$ cat src/rtl/cordic_pkg.sv
// Shared constants for the CORDIC vectoring block: widths, FSM encoding,
// the pi/2 constant and the atan(2^-i) table in 3Q29 radians.
package cordic_pkg;

  localparam int XY_W     = 34;
  localparam int Z_W      = 32;
  localparam int TAB_FRAC = 29;
  localparam int IDX_W    = 5;

  localparam logic signed [Z_W-1:0] PI_2 = 32'sd843314857;

  typedef enum logic [1:0] {
    S_IDLE = 2'd0,
    S_ROT  = 2'd1,
    S_FIN  = 2'd2
  } state_t;

  // round(atan(2^-i) * 2^29) for i = 0..29; two zero entries pad to a full 5-bit index
  localparam logic [Z_W-1:0] ATAN_TAB [32] = '{
    32'd421657428, 32'd248918915, 32'd131521918, 32'd66762579,
    32'd33510843,  32'd16771758,  32'd8387925,   32'd4194219,
    32'd2097141,   32'd1048575,   32'd524288,    32'd262144,
    32'd131072,    32'd65536,     32'd32768,     32'd16384,
    32'd8192,      32'd4096,      32'd2048,      32'd1024,
    32'd512,       32'd256,       32'd128,       32'd64,
    32'd32,        32'd16,        32'd8,         32'd4,
    32'd2,         32'd1,         32'd0,         32'd0
  };

endpackage

$ cat src/rtl/cordic_atan_rom.sv
// Combinational atan(2^-i) lookup, rescaled from the 29-bit table to the
// requested number of fractional angle bits.
module cordic_atan_rom
  import cordic_pkg::*;
#(
  parameter int ANG_FRAC = 29
) (
  input  logic [IDX_W-1:0] i,
  output logic [Z_W-1:0]   angle
);

  assign angle = ATAN_TAB[i] >> (TAB_FRAC - ANG_FRAC);

endmodule

$ cat src/rtl/cordic_vec.sv
// Iterative CORDIC in vectoring mode: converts (XIN, YIN) to an unscaled
// modulus XF and atan2 angle ANGLE, one micro-rotation per clock.
//
// state | meaning
// IDLE  | waiting for start; outputs hold the last result
// ROT   | one micro-rotation per cycle, then hand x/z to the outputs
// FIN   | result valid, done high for this single cycle
module cordic_vec
  import cordic_pkg::*;
#(
  parameter int NITER    = 24,
  parameter int ANG_FRAC = 29
) (
  input  logic              clock,
  input  logic              reset,
  input  logic              start,
  input  logic [31:0]       XIN,
  input  logic [31:0]       YIN,
  output logic              busy,
  output logic              done,
  output logic [XY_W-1:0]   XF,
  output logic [Z_W-1:0]    ANGLE
);

  localparam logic [IDX_W-1:0] LAST_I = IDX_W'(NITER);
  localparam logic signed [Z_W-1:0] PI_2_S = PI_2 >>> (TAB_FRAC - ANG_FRAC);

  state_t state_q, state_d;
  logic [IDX_W-1:0]        i_q, i_d;
  logic signed [XY_W-1:0]  x_q, x_d, y_q, y_d;
  logic signed [Z_W-1:0]   z_q, z_d;
  logic                    zero_q, zero_d;
  logic [XY_W-1:0]         xf_q, xf_d;
  logic [Z_W-1:0]          ang_q, ang_d;

  logic signed [XY_W-1:0]  xe, ye, x_sh, y_sh;
  logic [Z_W-1:0]          atan_i;

  cordic_atan_rom #(.ANG_FRAC(ANG_FRAC)) u_atan_rom (
    .i     (i_q),
    .angle (atan_i)
  );

  // Extending before any negation keeps -2^31 exact
  assign xe   = XY_W'($signed(XIN));
  assign ye   = XY_W'($signed(YIN));
  assign x_sh = x_q >>> i_q;
  assign y_sh = y_q >>> i_q;

  always_comb begin
    state_d = state_q;
    i_d     = i_q;
    x_d     = x_q;
    y_d     = y_q;
    z_d     = z_q;
    zero_d  = zero_q;
    xf_d    = xf_q;
    ang_d   = ang_q;
    unique case (state_q)
      S_IDLE: begin
        if (start) begin
          state_d = S_ROT;
          i_d     = '0;
          zero_d  = (XIN == '0) && (YIN == '0);
          if (!xe[XY_W-1]) begin
            x_d = xe;
            y_d = ye;
            z_d = '0;
          end else if (!ye[XY_W-1]) begin
            x_d = ye;
            y_d = -xe;
            z_d = PI_2_S;
          end else begin
            x_d = -ye;
            y_d = xe;
            z_d = -PI_2_S;
          end
        end
      end
      S_ROT: begin
        if (i_q == LAST_I) begin
          state_d = S_FIN;
          xf_d    = x_q;
          // The rotation leaves z arbitrary for a zero vector, so force it
          ang_d   = zero_q ? '0 : z_q;
        end else begin
          i_d = i_q + IDX_W'(1);
          if (!y_q[XY_W-1]) begin
            x_d = x_q + y_sh;
            y_d = y_q - x_sh;
            z_d = z_q + $signed(atan_i);
          end else begin
            x_d = x_q - y_sh;
            y_d = y_q + x_sh;
            z_d = z_q - $signed(atan_i);
          end
        end
      end
      S_FIN:   state_d = S_IDLE;
      default: state_d = S_IDLE;
    endcase
  end

  always_ff @(posedge clock or posedge reset) begin
    if (reset) begin
      state_q <= S_IDLE;
      i_q     <= '0;
      x_q     <= '0;
      y_q     <= '0;
      z_q     <= '0;
      zero_q  <= 1'b0;
      xf_q    <= '0;
      ang_q   <= '0;
    end else begin
      state_q <= state_d;
      i_q     <= i_d;
      x_q     <= x_d;
      y_q     <= y_d;
      z_q     <= z_d;
      zero_q  <= zero_d;
      xf_q    <= xf_d;
      ang_q   <= ang_d;
    end
  end

  assign busy  = (state_q != S_IDLE);
  assign done  = (state_q == S_FIN);
  assign XF    = xf_q;
  assign ANGLE = ang_q;

endmodule

$ cat config.mk
export PLATFORM = sky130hd
export DESIGN_NAME = cordic_vec
export DESIGN_NICKNAME = d
export VERILOG_FILES = /design/src/rtl/cordic_pkg.sv /design/src/rtl/cordic_atan_rom.sv /design/src/rtl/cordic_vec.sv
export SDC_FILE = /design/constraint.sdc
export NUM_CORES = 1
export LEC_CHECK = 0
export BUFFER_PORTS_ARGS = -buffer_cell sky130_fd_sc_hd__buf_4
export CAP_MARGIN = 10
export CORE_MARGIN = 2
export CORE_UTILIZATION = 35
export CTS_CLUSTER_DIAMETER = 200
export DETAILED_ROUTE_END_ITERATION = 10
export HOLD_SLACK_MARGIN = 0.12
export SYNTH_ARGS = -nofsm -noshare
export SYNTH_HDL_FRONTEND = slang
export SYNTH_SLANG_ARGS = --single-unit
$ cat constraint.sdc
create_clock -name clock -period 8.2 [get_ports clock]
set_clock_uncertainty 0.15 [all_clocks]
set_input_delay 1.23 -clock clock [delete_from_list [all_inputs] [get_ports clock]]
set_output_delay 1.23 -clock clock [all_outputs]
set_load 0.005 [all_outputs]
; ---- After elaboration in Yosys (flattened, before gate mapping)
; Memories as Yosys holds them, arrays and structs flattened.
; Cells that the tools add are included.
[word_totals]
ff_bits = 174
latchBits = 0
mem_bits_rw = 0
mem_bits_ro = 1024
out_inout_bits = 68
n_memories = 1
[op_classes]
add_sub_neg = 9
n_mul = 0
div_mod_pow = 0
n_lt_le_gt_ge = 1
eq_ne = 6
n_shift = 2
muxes = 27
bitwise_logic = 1
n_reduce_logical = 10
[memory_table]
columns = memory, depth, width, read_ports, rd_ports_with_merged_regs, write_ports, line_no
row1 = (no name shown), 32, 32, 1, 0, 0, cordic_atan_rom.sv:12  ; assign angle = ATAN_TAB[i] >> (TAB_FRAC - ANG_FRAC);
[ops]
columns = operator, n
row1 = two-way mux 34 bit, 10
row2 = two-way mux 32 bit, 8
row3 = case mux 34 bit (2 select lines), 2
row4 = adder 34 bit, 2
row5 = negation 32 -> 34 bit, 2
row6 = >>> shifter 34 x 5 -> 34 bit, 2
row7 = subtractor 34 bit, 2
row8 = logical NOT 32 bit, 2
row9 = case mux 32 bit (2 select lines), 1
row10 = adder 32 bit, 1
row11 = subtractor 32 bit, 1
row12 = two-way mux 5 bit, 2
row13 = case mux 5 bit (2 select lines), 1
row14 = "greater-or-equal comparator 6 bit, second input constant", 1
row15 = "inequality test 2 bit, second input constant", 3
row16 = NOT 5 -> 6 bit, 1
row17 = AND reduction 2 bit, 3
row18 = "adder 5 x 1 -> 5 bit, second input constant", 1
row19 = "== test 5 bit, second input constant", 1
row20 = two-way mux 2 bit, 2
row21 = case mux 2 bit (2 select lines), 1
row22 = nonzero test 2 bit, 2
row23 = AND reduction 3 bit, 1
row24 = "== test 2 x 1 -> 1 bit, second input constant", 1
row25 = other kinds (3), 3

; ---- Depth between registers and ports, before layout
; Gate-level depths: netlist of the first run.
[depth]
ltp_word = 8
ltp_mapped = 30

; ---- By module
; From an unflattened synthesis of the first run, not the netlist that was laid out.
[hier_totals]
cells_unflattened = 2781
area_unflattened_um2 = 21423.0
[modules_own_cells]
columns = mod, n_inst, cells_per_inst, area_each_um2, seq_area_each_um2
row1 = cordic_vec, 1, 2654, 20657.3, 4354.2
row2 = cordic_atan_rom, 1, 127, 765.7, 0.0

; ---- Worst setup path before layout of the first run
; No wires, ideal clock.
[synth_path]
path_kind = register to register
startpoint = reg i_q[0]
endpoint = reg z_q[28]
setup_time_ns = 0.137
arrival_ns = 5.580
t_required_ns = 7.913
setup_slack_ns = 2.333
stages_incl_launch_ff = 27
path_cell_list = dfrtp_1 -> buf_4 -> inv_1 -> buf_2 -> buf_2 -> ha_1 -> clkbuf_1 -> nor2_1 -> nand2_1 -> o21ai_0 -> a2111oi_2 -> nand3_1 -> nor3b_1 -> and3_1 -> a21oi_1 -> xnor2_1 -> ha_1 -> and3_1 -> a22o_1 -> a211oi_1 -> nand2_1 -> a2111o_1 -> a31oi_1 -> o21bai_1 -> a21oi_1 -> xor2_1 -> a21oi_1
[synth_between]
elab_chain_cells = 8
[synth_rtl]
columns = item, line_no
row1 = "start, declared", cordic_vec.sv:29  ; logic [IDX_W-1:0] i_q, i_d;
row2 = "start signal, assigned", cordic_vec.sv:116  ; i_q <= i_d;
row3 = NOT 5 -> 6 bit (implied by the code), cordic_atan_rom.sv:12
row4 = memory (32 x 32 bit), -
row5 = two-way mux 32 bit (implied by the code) (2 in series), cordic_atan_rom.sv:12
row6 = adder 32 bit / subtractor 32 bit (equally long branches), "cordic_vec.sv:91, cordic_vec.sv:95"
row7 = two-way mux 32 bit, cordic_vec.sv:88  ; if (!y_q[XY_W-1]) begin
row8 = two-way mux 32 bit, cordic_vec.sv:81  ; if (i_q == LAST_I) begin
row9 = case mux 32 bit (2 select lines), cordic_vec.sv:59  ; unique case (state_q)
row10 = "end signal, assigned", cordic_vec.sv:119  ; z_q <= z_d;
row11 = "end, declared", cordic_vec.sv:31  ; logic signed [Z_W-1:0] z_q, z_d;
; Parallel ways exist; a longest one is shown, timed or not. The select of a mux whose other input is x is not followed.
; A chain may end at the register's enable or synchronous reset.

; ---- Worst setup path in the final report of the first run
[layout_path]
startpoint = reg i_q[3]
endpoint = reg x_q[32]
[layout_between]
elab_chain_cells = 5
[layout_rtl]
columns = item, line_no
row1 = >>> shifter 34 x 5 -> 34 bit, cordic_vec.sv:48  ; assign y_sh = y_q >>> i_q;
row2 = adder 34 bit / subtractor 34 bit (equally long branches), "cordic_vec.sv:89, cordic_vec.sv:93"
row3 = two-way mux 34 bit, cordic_vec.sv:88
row4 = two-way mux 34 bit, cordic_vec.sv:81
row5 = case mux 34 bit (2 select lines), cordic_vec.sv:59
row6 = "end signal, assigned", cordic_vec.sv:108  ; x_q <= '0;
row7 = "end signal, assigned", cordic_vec.sv:117  ; x_q <= x_d;
row8 = "end, declared", cordic_vec.sv:30  ; logic signed [XY_W-1:0] x_q, x_d, y_q, y_d;
; Parallel ways exist; a longest one is shown, timed or not. The select of a mux whose other input is x is not followed.

==> flow_summary_export.csv, run 1 <==
group,metric,value,unit
status,status,"finished clean",
hold_path,hold_path_class,"reg -> reg",
global_routing,overflow,0,
clocking,insertion_delay,0.51,ns
sta,max_slew.worst_pin.slew,1.29,ns
finish,fin_nets,2916,
routing,ant_nets,0,
sta,final-max-slew-violation-count,0,
synthesis,synth_cell_types,98,
routing,first_iter_violations,2121,
routing,wirelength_met1,35700,um
placement,gp_congestion,1.02,
global_routing,grt_pass1_vias,21000,
worst_setup_path,r2r_cells,22,
sta,relSlewSlack,0.129,
routing,top_layer_used,"met5",
routing,vias_per_cell,6.21,
floorplanning,core,59200,um2
synthesis,ys_top_cells_by_count,"nand2_1 (341), a21oi_1 (315), nor2_1 (273)",
finish,fin_cells,3522,
hold_path,min_path_cells,2,
sta,setup-violations-final,0,
sta,period_needed,7.36,ns
clocking,h-tree-depth,4,
synthesis,synth-edff-count,0,
worst_setup_path,cp-start-kind,"flop",
floorplanning,io-pin-count,135,
worst_setup_path,critical_path_class,"reg -> reg",
synthesis,synth_fp_nets,2879,
finish,layout-drive-gt1-share,0.136,
floorplanning,die_x,249,um
global_routing,grt_max_degree,98,
finish,fillers,6064,
clocking,ctsResizeCount,0,
clocking,ctsHoldBuffers,0,
sta,tns,0,ns
placement,io_buffers,134,
clocking,clock_path_buffers,2,
floorplanning,start_util,0.355,
sta,hold_violations,0,
routing,wl_per_cell,24.6,um
clocking,cts_root_buf,"clkbuf_16",
finish,utilization,0.393,
sta,fin_crit_sh,0.898,
routing,drc_errors,0,
routing,route.met3.wl,7540,um
clocking,clk_pin_slew_worst_paths,0.08,ns
worst_setup_path,crit_fanout,44,
sta,max_freq,136,MHz
placement,place_hpwl,66200,um
placement,dp_cells,3488,
synthesis,netlist_instances,2698,
synthesis,synth_area_leaders,"dfrtp_1 (21%), mux4_2 (7.6%), a21oi_1 (7.5%)",
global_routing,antenna_found_initial,4,
routing,dr_wl_met2,38900,um
job,cap_violations,0,
synthesis,yosys.area.top_type,"dfrtp_1",
hold_path,holdCritStartpoint,"XF[6]$_DFFE_PP0P_",
synthesis,synth_flop_cell,"dfrtp_1",
hold_path,worstHoldEndpoint,"XF[6]$_DFFE_PP0P_",
worst_setup_path,end_kind,"flop",
global_routing,grt.total_usage,0.275,
synthesis,yosys_warnings,0,
worst_setup_path,regToRegSetupSlack,0.84,ns
floorplanning,fp-row-count,89,
worst_setup_path,required,8.45,ns
global_routing,grt_pass1_wl,130000,um
worst_setup_path,rr_startpoint,"i_q[3]$_DFFE_PP0P_",
routing,drt_pre_antenna_iters,7,
clocking,numCtsBuffers,17,
clocking,post-cts-setup-buffer-count,0,
synthesis,yosysSeqAreaShare,0.207,
synthesis,avgSynthCellArea,7.79,um2
clocking,cts_sinks,174,
synthesis,ys_ff_latch,174,
routing,routed_wl,86800,um
floorplanning,die-area,62000,um2
worst_setup_path,reg2reg_to,"x_q[32]$_DFFE_PP0P_",
synthesis,synthMostInstantiatedCell,"nand2_1",
routing,vias,21900,
sta,rsz0062_at_grt,"false",
finish,syn2layout_area_growth,10.9,%
clocking,cts_tree,"built",
floorplanning,dieHeight,249,um
synthesis,yosysTopAreaCellShare,0.207,
synthesis,syn-cell-area,21000,um2
worst_setup_path,arrival,7.61,ns
synthesis,async_flop_share,1.00,
## sequential cells by signal, summed over array words and instances (netlist names)
register  cells
XF           34
x_q          34
y_q          34
ANGLE        32
z_q          32
i_q           5
state_q       2
zero_q        1
## final cells by class
cell class / instances / area, um2 / area share
Clock inverter: 13 / 173 / 0.00741
Sequential cell: 174 / 4370 / 0.187
Inverter: 66 / 254 / 0.0109
Clock buffer: 19 / 433 / 0.0186
Multi-Input combinational cell: 2282 / 15600 / 0.671
Antenna cell: 1 / 2.50 / 0.000107
Timing Repair Buffer: 194 / 1470 / 0.0629
Tap cell: 773 / 967 / 0.0415
## stage by stage
stage / hold WS, ns / instance area (um2) / setup WS (ns)
2_1_floorplan: 0.320 / 21000 / 2.10
3_3_place_gp: 0.312 / 22700 / 1.15
3_5_place_dp: 0.319 / 22700 / 1.06
4_1_cts: 0.336 / 23300 / 1.04
5_1_grt: 0.354 / 23300 / 0.473
6_report: 0.330 / 23300 / 0.838
## per-layer routing
metal / track usage / vias to the layer above
met5: 0 / -
met4: 0.150 / 2
met3: 0.0558 / 226
met2: 0.432 / 1100
met1: 0.353 / 10600
li1: - / 9911
## cells by family after synthesis
logic type | count (synthesis) | synth area share
AO/OA/AOI/OAI | 873 | 0.259
XOR/XNOR | 228 | 0.0950
adder cells (fa/ha/maj) | 114 | 0.0689
buffers and inverters | 242 | 0.0504
flip-flops | 174 | 0.207
multiplexers | 154 | 0.120
AND/OR/NAND/NOR | 913 | 0.200
## worst max-delay path: stages (launching register included)
cell and delay (ns):
dfrtp_2 1.05, inv_1 0.47, o31ai_1 0.49, o22ai_2 0.19
a222oi_1 0.86, nand3_2 0.33, nor4_4 0.52, nor2b_1 0.28
a21oi_1 0.11, xor2_1 0.17, ha_1 0.37, a21oi_1 0.22
o21bai_1 0.09, a21oi_1 0.15, inv_1 0.07, a21oi_1 0.14
nor2_1 0.07, o41ai_1 0.36, buf_4 0.19, o311ai_0 0.30
a221oi_1 0.39, xor2_1 0.16, o21ai_0 0.08
## how the worst max path moves through the flow
stage | slack, ns | cells after the start | endpoint | start
2_1_floorplan | 2.10 | 1 | ANGLE[0]$_DFFE_PP0P_ | reset
3_3_place_gp | 1.15 | 22 | x_q[32]$_DFFE_PP0P_ | i_q[3]$_DFFE_PP0P_
3_5_place_dp | 1.06 | 22 | x_q[32]$_DFFE_PP0P_ | i_q[3]$_DFFE_PP0P_
4_1_cts | 1.04 | 22 | x_q[32]$_DFFE_PP0P_ | i_q[3]$_DFFE_PP0P_
5_1_grt | 0.47 | 21 | y_q[32]$_DFFE_PP0P_ | i_q[1]$_DFFE_PP0P_
6_report | 0.84 | 22 | x_q[32]$_DFFE_PP0P_ | i_q[3]$_DFFE_PP0P_
## placed cells by master, fill, tap and decap left out, types with 30 or more instances in the layout
cell      Yosys  routed
nand2_1     341     341
a21oi_1     315     315
nor2_1      273     272
buf_4        14     192
o21ai_0     173     173
dfrtp_1     174     168
xnor2_1     124     124
ha_1        111     111
xor2_1      104     104
mux4_2       71      71
inv_1        63      62
nand2b_1     61      61
mux2i_1      51      51
a211oi_1     49      49
a21o_1       45      45
a31oi_1      41      41
nor3_1       37      37
nand3_1      36      35
o22ai_1      30      30
Power of run 1 is not shown: default switching activity piles up to over one toggle a cycle in this logic, so the estimate is an artifact.
==> run 2, diff against run 1 <==
clock period = 8.6 ns   (was 8.2 ns; I/O delays follow)
==> run 2 against run 1 <==
Effect of this change:
- routed wire length is 2.1% higher
- die area unchanged
- non-clock buffer count decreased by 6
- sequential share of layout area is essentially flat
- worst hold slack improved by 0.0024 ns
- critical endpoint is now y_q[31]$_DFFE_PP0P_
==> flow_summary_export.csv, run 2 (synthesis gave the netlist of run 1 again) <==
group,metric,value,unit
routing,wl_per_cell,25.2,um
routing,routed_wl,88600,um
clocking,numCtsBuffers,17,
hold_path,hold_path_class,"reg -> reg",
job,cap_violations,0,
floorplanning,die-area,62000,um2
routing,vias,21700,
worst_setup_path,critical_path_class,"reg -> reg",
routing,drc_errors,0,
sta,max_freq,133,MHz
sta,final-max-slew-violation-count,0,
worst_setup_path,cpPeakStageDelay,1.09,ns
worst_setup_path,crit_fanout,80,
global_routing,grt_pass1_wl,132000,um
global_routing,grt_max_degree,116,
clocking,cts_root_buf,"clkbuf_16",
finish,syn2layout_area_growth,10.9,%
sta,relSlewSlack,0.126,
floorplanning,core,59200,um2
worst_setup_path,cp_slowest_cell,"dfrtp_4",
finish,stdcell_area,23300,um2
floorplanning,fp-row-count,89,
clocking,clock_path_buffers,2,
worst_setup_path,worstPathCellList,"buf_4 -> mux2_2 -> mux2i_1 -> o22ai_1 -> a211oi_1 -> nand2_1 -> nor3_2 -> nor3b_1 -> a21oi_1 -> xnor2_1 -> ha_1 -> o21ai_0 -> a21oi_1 -> o21ai_0 -> a21oi_1 -> o22ai_1 -> o211ai_1 -> a21oi_1 -> o41ai_1 -> a21oi_1 -> xnor2_1 -> o221a_2",
sta,fin_crit_sh,0.871,
worst_setup_path,arrival,7.74,ns
placement,io_buffers,134,
worst_setup_path,path_delay_family,"compound AO/OA/AOI/OAI gates",
finish,layout_commonest_cell,"nand2_1",
sta,max_slew.worst_pin.slew,1.31,ns
worst_setup_path,cpMostUsedCell,"a21oi_1",
clocking,clk_pin_slew_worst_paths,0.08,ns
floorplanning,dieHeight,249,um
global_routing,grt_util_met2,0.444,
sta,period_needed,7.49,ns
sta,setup-violations-final,0,
placement,place_hpwl,67700,um
floorplanning,start_util,0.355,
placement,placed_area,22700,um2
floorplanning,die_x,249,um
clocking,cts_sinks,174,
placement,post-place-ws,1.43,ns
global_routing,grt_use_met3,0.0472,
clocking,cts_tree,"built",
global_routing,met1_usage,0.365,
worst_setup_path,required,8.85,ns
placement,gp_congestion,1.02,
clocking,post-cts-setup-buffer-count,0,
clocking,ctsHoldBuffers,0,
finish,final_cell_mix,"nand2_1 (341), a21oi_1 (315), nor2_1 (272)",
global_routing,grt.total_usage,0.280,
clocking,insertion_delay,0.52,ns
sta,fin_ws,1.11,ns
worst_setup_path,end_kind,"flop",
global_routing,overflow,0,
sta,tns,0,ns
clocking,ctsResizeCount,0,
clocking,h-tree-depth,4,
worst_setup_path,cp-start-kind,"flop",
finish,layout-drive-gt1-share,0.135,
routing,ant_nets,0,
status,status,"finished clean",
finish,fin_nets,2910,
routing,first_iter_violations,2198,
global_routing,grt_pass1_vias,20600,
routing,vias_per_cell,6.17,
sta,hold_violations,0,
floorplanning,io-pin-count,135,
global_routing,busiest_layer,"met2",
routing,drt_pre_antenna_iters,5,
worst_setup_path,worst-path-buf-inv,1,
global_routing,antenna_found_initial,2,
sta,rsz0062_at_grt,"false",
run 2: cell types whose count changed in the layout (fill, tap and decap cells not counted), sizes merged:
cell    previous run  this run
inv               70        66
buf              194       188
clkinv             6        13
bufinv             2         1
clkbuf            19        17
run 2: stage by stage:
step / utilization / hold slack (ns) / std cells
after floorplan: - / 0.320 / 2698
after detailed placement: 0.383 / 0.319 / 3483
final: 0.394 / 0.332 / 3516
after global placement: 0.383 / 0.313 / 3482
after global routing: 0.394 / 0.358 / 3515
after CTS: 0.394 / 0.337 / 3515
run 2: worst register-to-register path, delay by kind of cell, from the launching register on:
kind | cells | cell delay [ns]
and+or+nand+nor | 3 | 0.99
buffers and inverters | 1 | 0.40
adders and majority gates | 1 | 0.39
xor gates and xnor gates | 2 | 0.32
muxes | 2 | 0.71
DFF | 1 | 1.09
AOI/OAI and AO/OA | 13 | 3.35
run 2: path summary, 6_finish.rpt:
path                                    startpoint             endpoint  slack [ns]  cells after the start
worst max-delay path            i_q[1]$_DFFE_PP0P_  y_q[31]$_DFFE_PP0P_        1.11                     22
worst min-delay path             XF[6]$_DFFE_PP0P_    XF[6]$_DFFE_PP0P_        0.33                      2
worst max register to register  i_q[1]$_DFFE_PP0P_  y_q[31]$_DFFE_PP0P_        1.11                     22
worst min register to register   XF[6]$_DFFE_PP0P_    XF[6]$_DFFE_PP0P_        0.33                      2
max in group asynchronous                    reset  y_q[33]$_DFFE_PP0P_        6.26                      3
min in group asynchronous                    reset   XF[25]$_DFFE_PP0P_        0.71                      2
run 2: routing by layer:
layer  vias to the layer above  routed length (um)
met2                      1037               39900
met5                         -                   0
met3                       192                6790
met1                     10600               36900
li1                       9905                   -
met4                         0                4990
run 2: area by class of cell:
type / count / area, um2
timing repair buffer: 188 / 1450
clock inverter: 15 / 205
fill: 6060 / 35900
tap: 773 / 967
antenna: 1 / 2.50
sequential: 174 / 4370
inverter: 66 / 254
multi-input combinational: 2282 / 15600
clock buffer: 17 / 425
Power of run 2 is left out for the same reason.
==> run 3, diff against run 2 <==
CORE_ASPECT_RATIO = 0.9   (was not set)
CTS_CLUSTER_SIZE = 30   (was not set)
==> run 3 against run 2 <==
Effect of this change:
- worst hold slack better by 0.0021 ns
- cell count up 0.20%
- critical path depth unchanged
- register-to-register slack better by 0.08 ns
- non-clock buffer count down 2
- count of clock-buffer cells in the layout unchanged
- setup slack better by 0.084 ns
- utilization down 0.33 points
- global-route usage down 0.43 points
- flip-flop and latch count unchanged
- largest cell class unchanged
==> flow_summary_export.csv, run 3 (synthesis gave the netlist of run 1 again) <==
group,metric,value,unit
worst_setup_path,critical_path_class,"reg -> reg",
job,cap_violations,0,
hold_path,hold_path_class,"reg -> reg",
sta,period_needed,7.41,ns
floorplanning,start_util,0.353,
sta,tns,0,ns
placement,place_hpwl,67400,um
clocking,clock_path_buffers,2,
placement,placed_area,22700,um2
routing,first_iter_violations,2702,
sta,fin_crit_sh,0.861,
clocking,post-cts-setup-buffer-count,0,
finish,layout-drive-gt1-share,0.134,
placement,io_buffers,134,
routing,vias_per_cell,6.18,
routing,wl_per_cell,25.0,um
worst_setup_path,cp-start-kind,"flop",
routing,dr_wl_met2,36900,um
clocking,ctsResizeCount,0,
global_routing,overflow,0,
sta,final-max-slew-violation-count,0,
sta,hold_violations,0,
finish,fin_cells,3523,
sta,rsz0062_at_grt,"false",
finish,final_cell_mix,"nand2_1 (341), a21oi_1 (314), nor2_1 (272)",
clocking,numCtsBuffers,17,
finish,layout_commonest_cell,"nand2_1",
routing,vias,21800,
routing,wirelength_met1,39200,um
sta,max_slew.worst_pin.slew,1.12,ns
worst_setup_path,arrival,7.61,ns
global_routing,grt_max_degree,76,
routing,route.met3.wl,7980,um
finish,stdcell_area,23200,um2
floorplanning,core,59600,um2
status,status,"finished clean",
routing,top_layer_used,"met5",
clocking,h-tree-depth,4,
placement,post-place-ws,1.39,ns
sta,relSlewSlack,0.251,
floorplanning,fp-row-count,85,
clocking,cts_tree,"built",
floorplanning,die_x,262,um
clocking,cts_sinks,174,
finish,syn2layout_area_growth,10.6,%
clocking,cts_root_buf,"clkbuf_16",
routing,drc_errors,0,
clocking,ctsHoldBuffers,0,
sta,setup-violations-final,0,
finish,fin_nets,2908,
floorplanning,die-area,62000,um2
floorplanning,dieHeight,237,um
global_routing,antenna_found_initial,2,
global_routing,grt_pass1_wl,131000,um
sta,max_freq,135,MHz
global_routing,grt.total_usage,0.276,
routing,ant_nets,0,
worst_setup_path,required,8.80,ns
worst_setup_path,end_kind,"flop",
routing,drt_pre_antenna_iters,6,
clocking,clk_pin_slew_worst_paths,0.08,ns
worst_setup_path,crit_fanout,67,
clocking,insertion_delay,0.50,ns
placement,gp_congestion,1.05,
sta,fin_ws,1.19,ns
placement,dp_cells,3491,
global_routing,grt_pass1_vias,20200,
routing,routed_wl,88000,um
floorplanning,io-pin-count,135,
==> run 3: cell count changes in the layout (fill, tap and decap cells not counted), sizes merged <==
cell / previous run / this run
buf: 188 / 186
inv: 66 / 72
clkinv: 13 / 7
bufinv: 1 / 0
==> run 3: path summary, 6_finish.rpt <==
path,cells past startpoint,slack [ns],startpoint,endpoint
max,22,1.19,i_q[1]$_DFFE_PP0P_,y_q[30]$_DFFE_PP0P_
max reg2reg,22,1.19,i_q[1]$_DFFE_PP0P_,y_q[30]$_DFFE_PP0P_
max in group asynchronous,3,6.35,reset,y_q[33]$_DFFE_PP0P_
min,2,0.33,ANGLE[21]$_DFFE_PP0P_,ANGLE[21]$_DFFE_PP0P_
min reg2reg,2,0.33,ANGLE[21]$_DFFE_PP0P_,ANGLE[21]$_DFFE_PP0P_
min in group asynchronous,2,0.67,reset,XF[26]$_DFFE_PP0P_
==> run 3: stage by stage <==
step / hold slack, ns / utilization
global route: 0.360 / 0.390
floorplan: 0.320 / -
CTS: 0.340 / 0.390
global placement: 0.313 / 0.380
detailed placement: 0.313 / 0.381
finish: 0.334 / 0.390
==> run 3: worst max-delay path: stages (launching register included) <==
cell and delay (ns):
dfrtp_4 0.99, buf_4 0.61, mux4_1 0.70, mux2i_1 0.21
o21ai_0 0.11, a211oi_1 0.54, nand2_1 0.14, nor3_2 0.31
nor3b_1 0.51, a21oi_1 0.17, xnor2_1 0.17, ha_1 0.36
o21ai_0 0.14, a21oi_1 0.21, nand4_1 0.11, o31a_1 0.35
o211ai_1 0.22, o211ai_1 0.22, o31ai_1 0.51, a21o_1 0.18
a21oi_1 0.07, xor2_1 0.14, a21oi_1 0.08
==> run 3: cell type report <==
type	count	area, um2
Sequential cell	174	4370
Inverter	66	256
Antenna cell	1	2.50
Clock inverter	14	149
Timing Repair Buffer	186	1420
Multi-Input combinational cell	2282	15600
Clock buffer	17	425
Fill cell	6149	36300
Tap cell	783	980
==> run 3: routing by layer <==
metal / up-vias / GRT usage
met4: 2 / 0.122
met1: 10500 / 0.396
met5: - / 0
met2: 1143 / 0.399
met3: 195 / 0.0530
li1: 9895 / -
Power of run 3 is left out for the same reason.
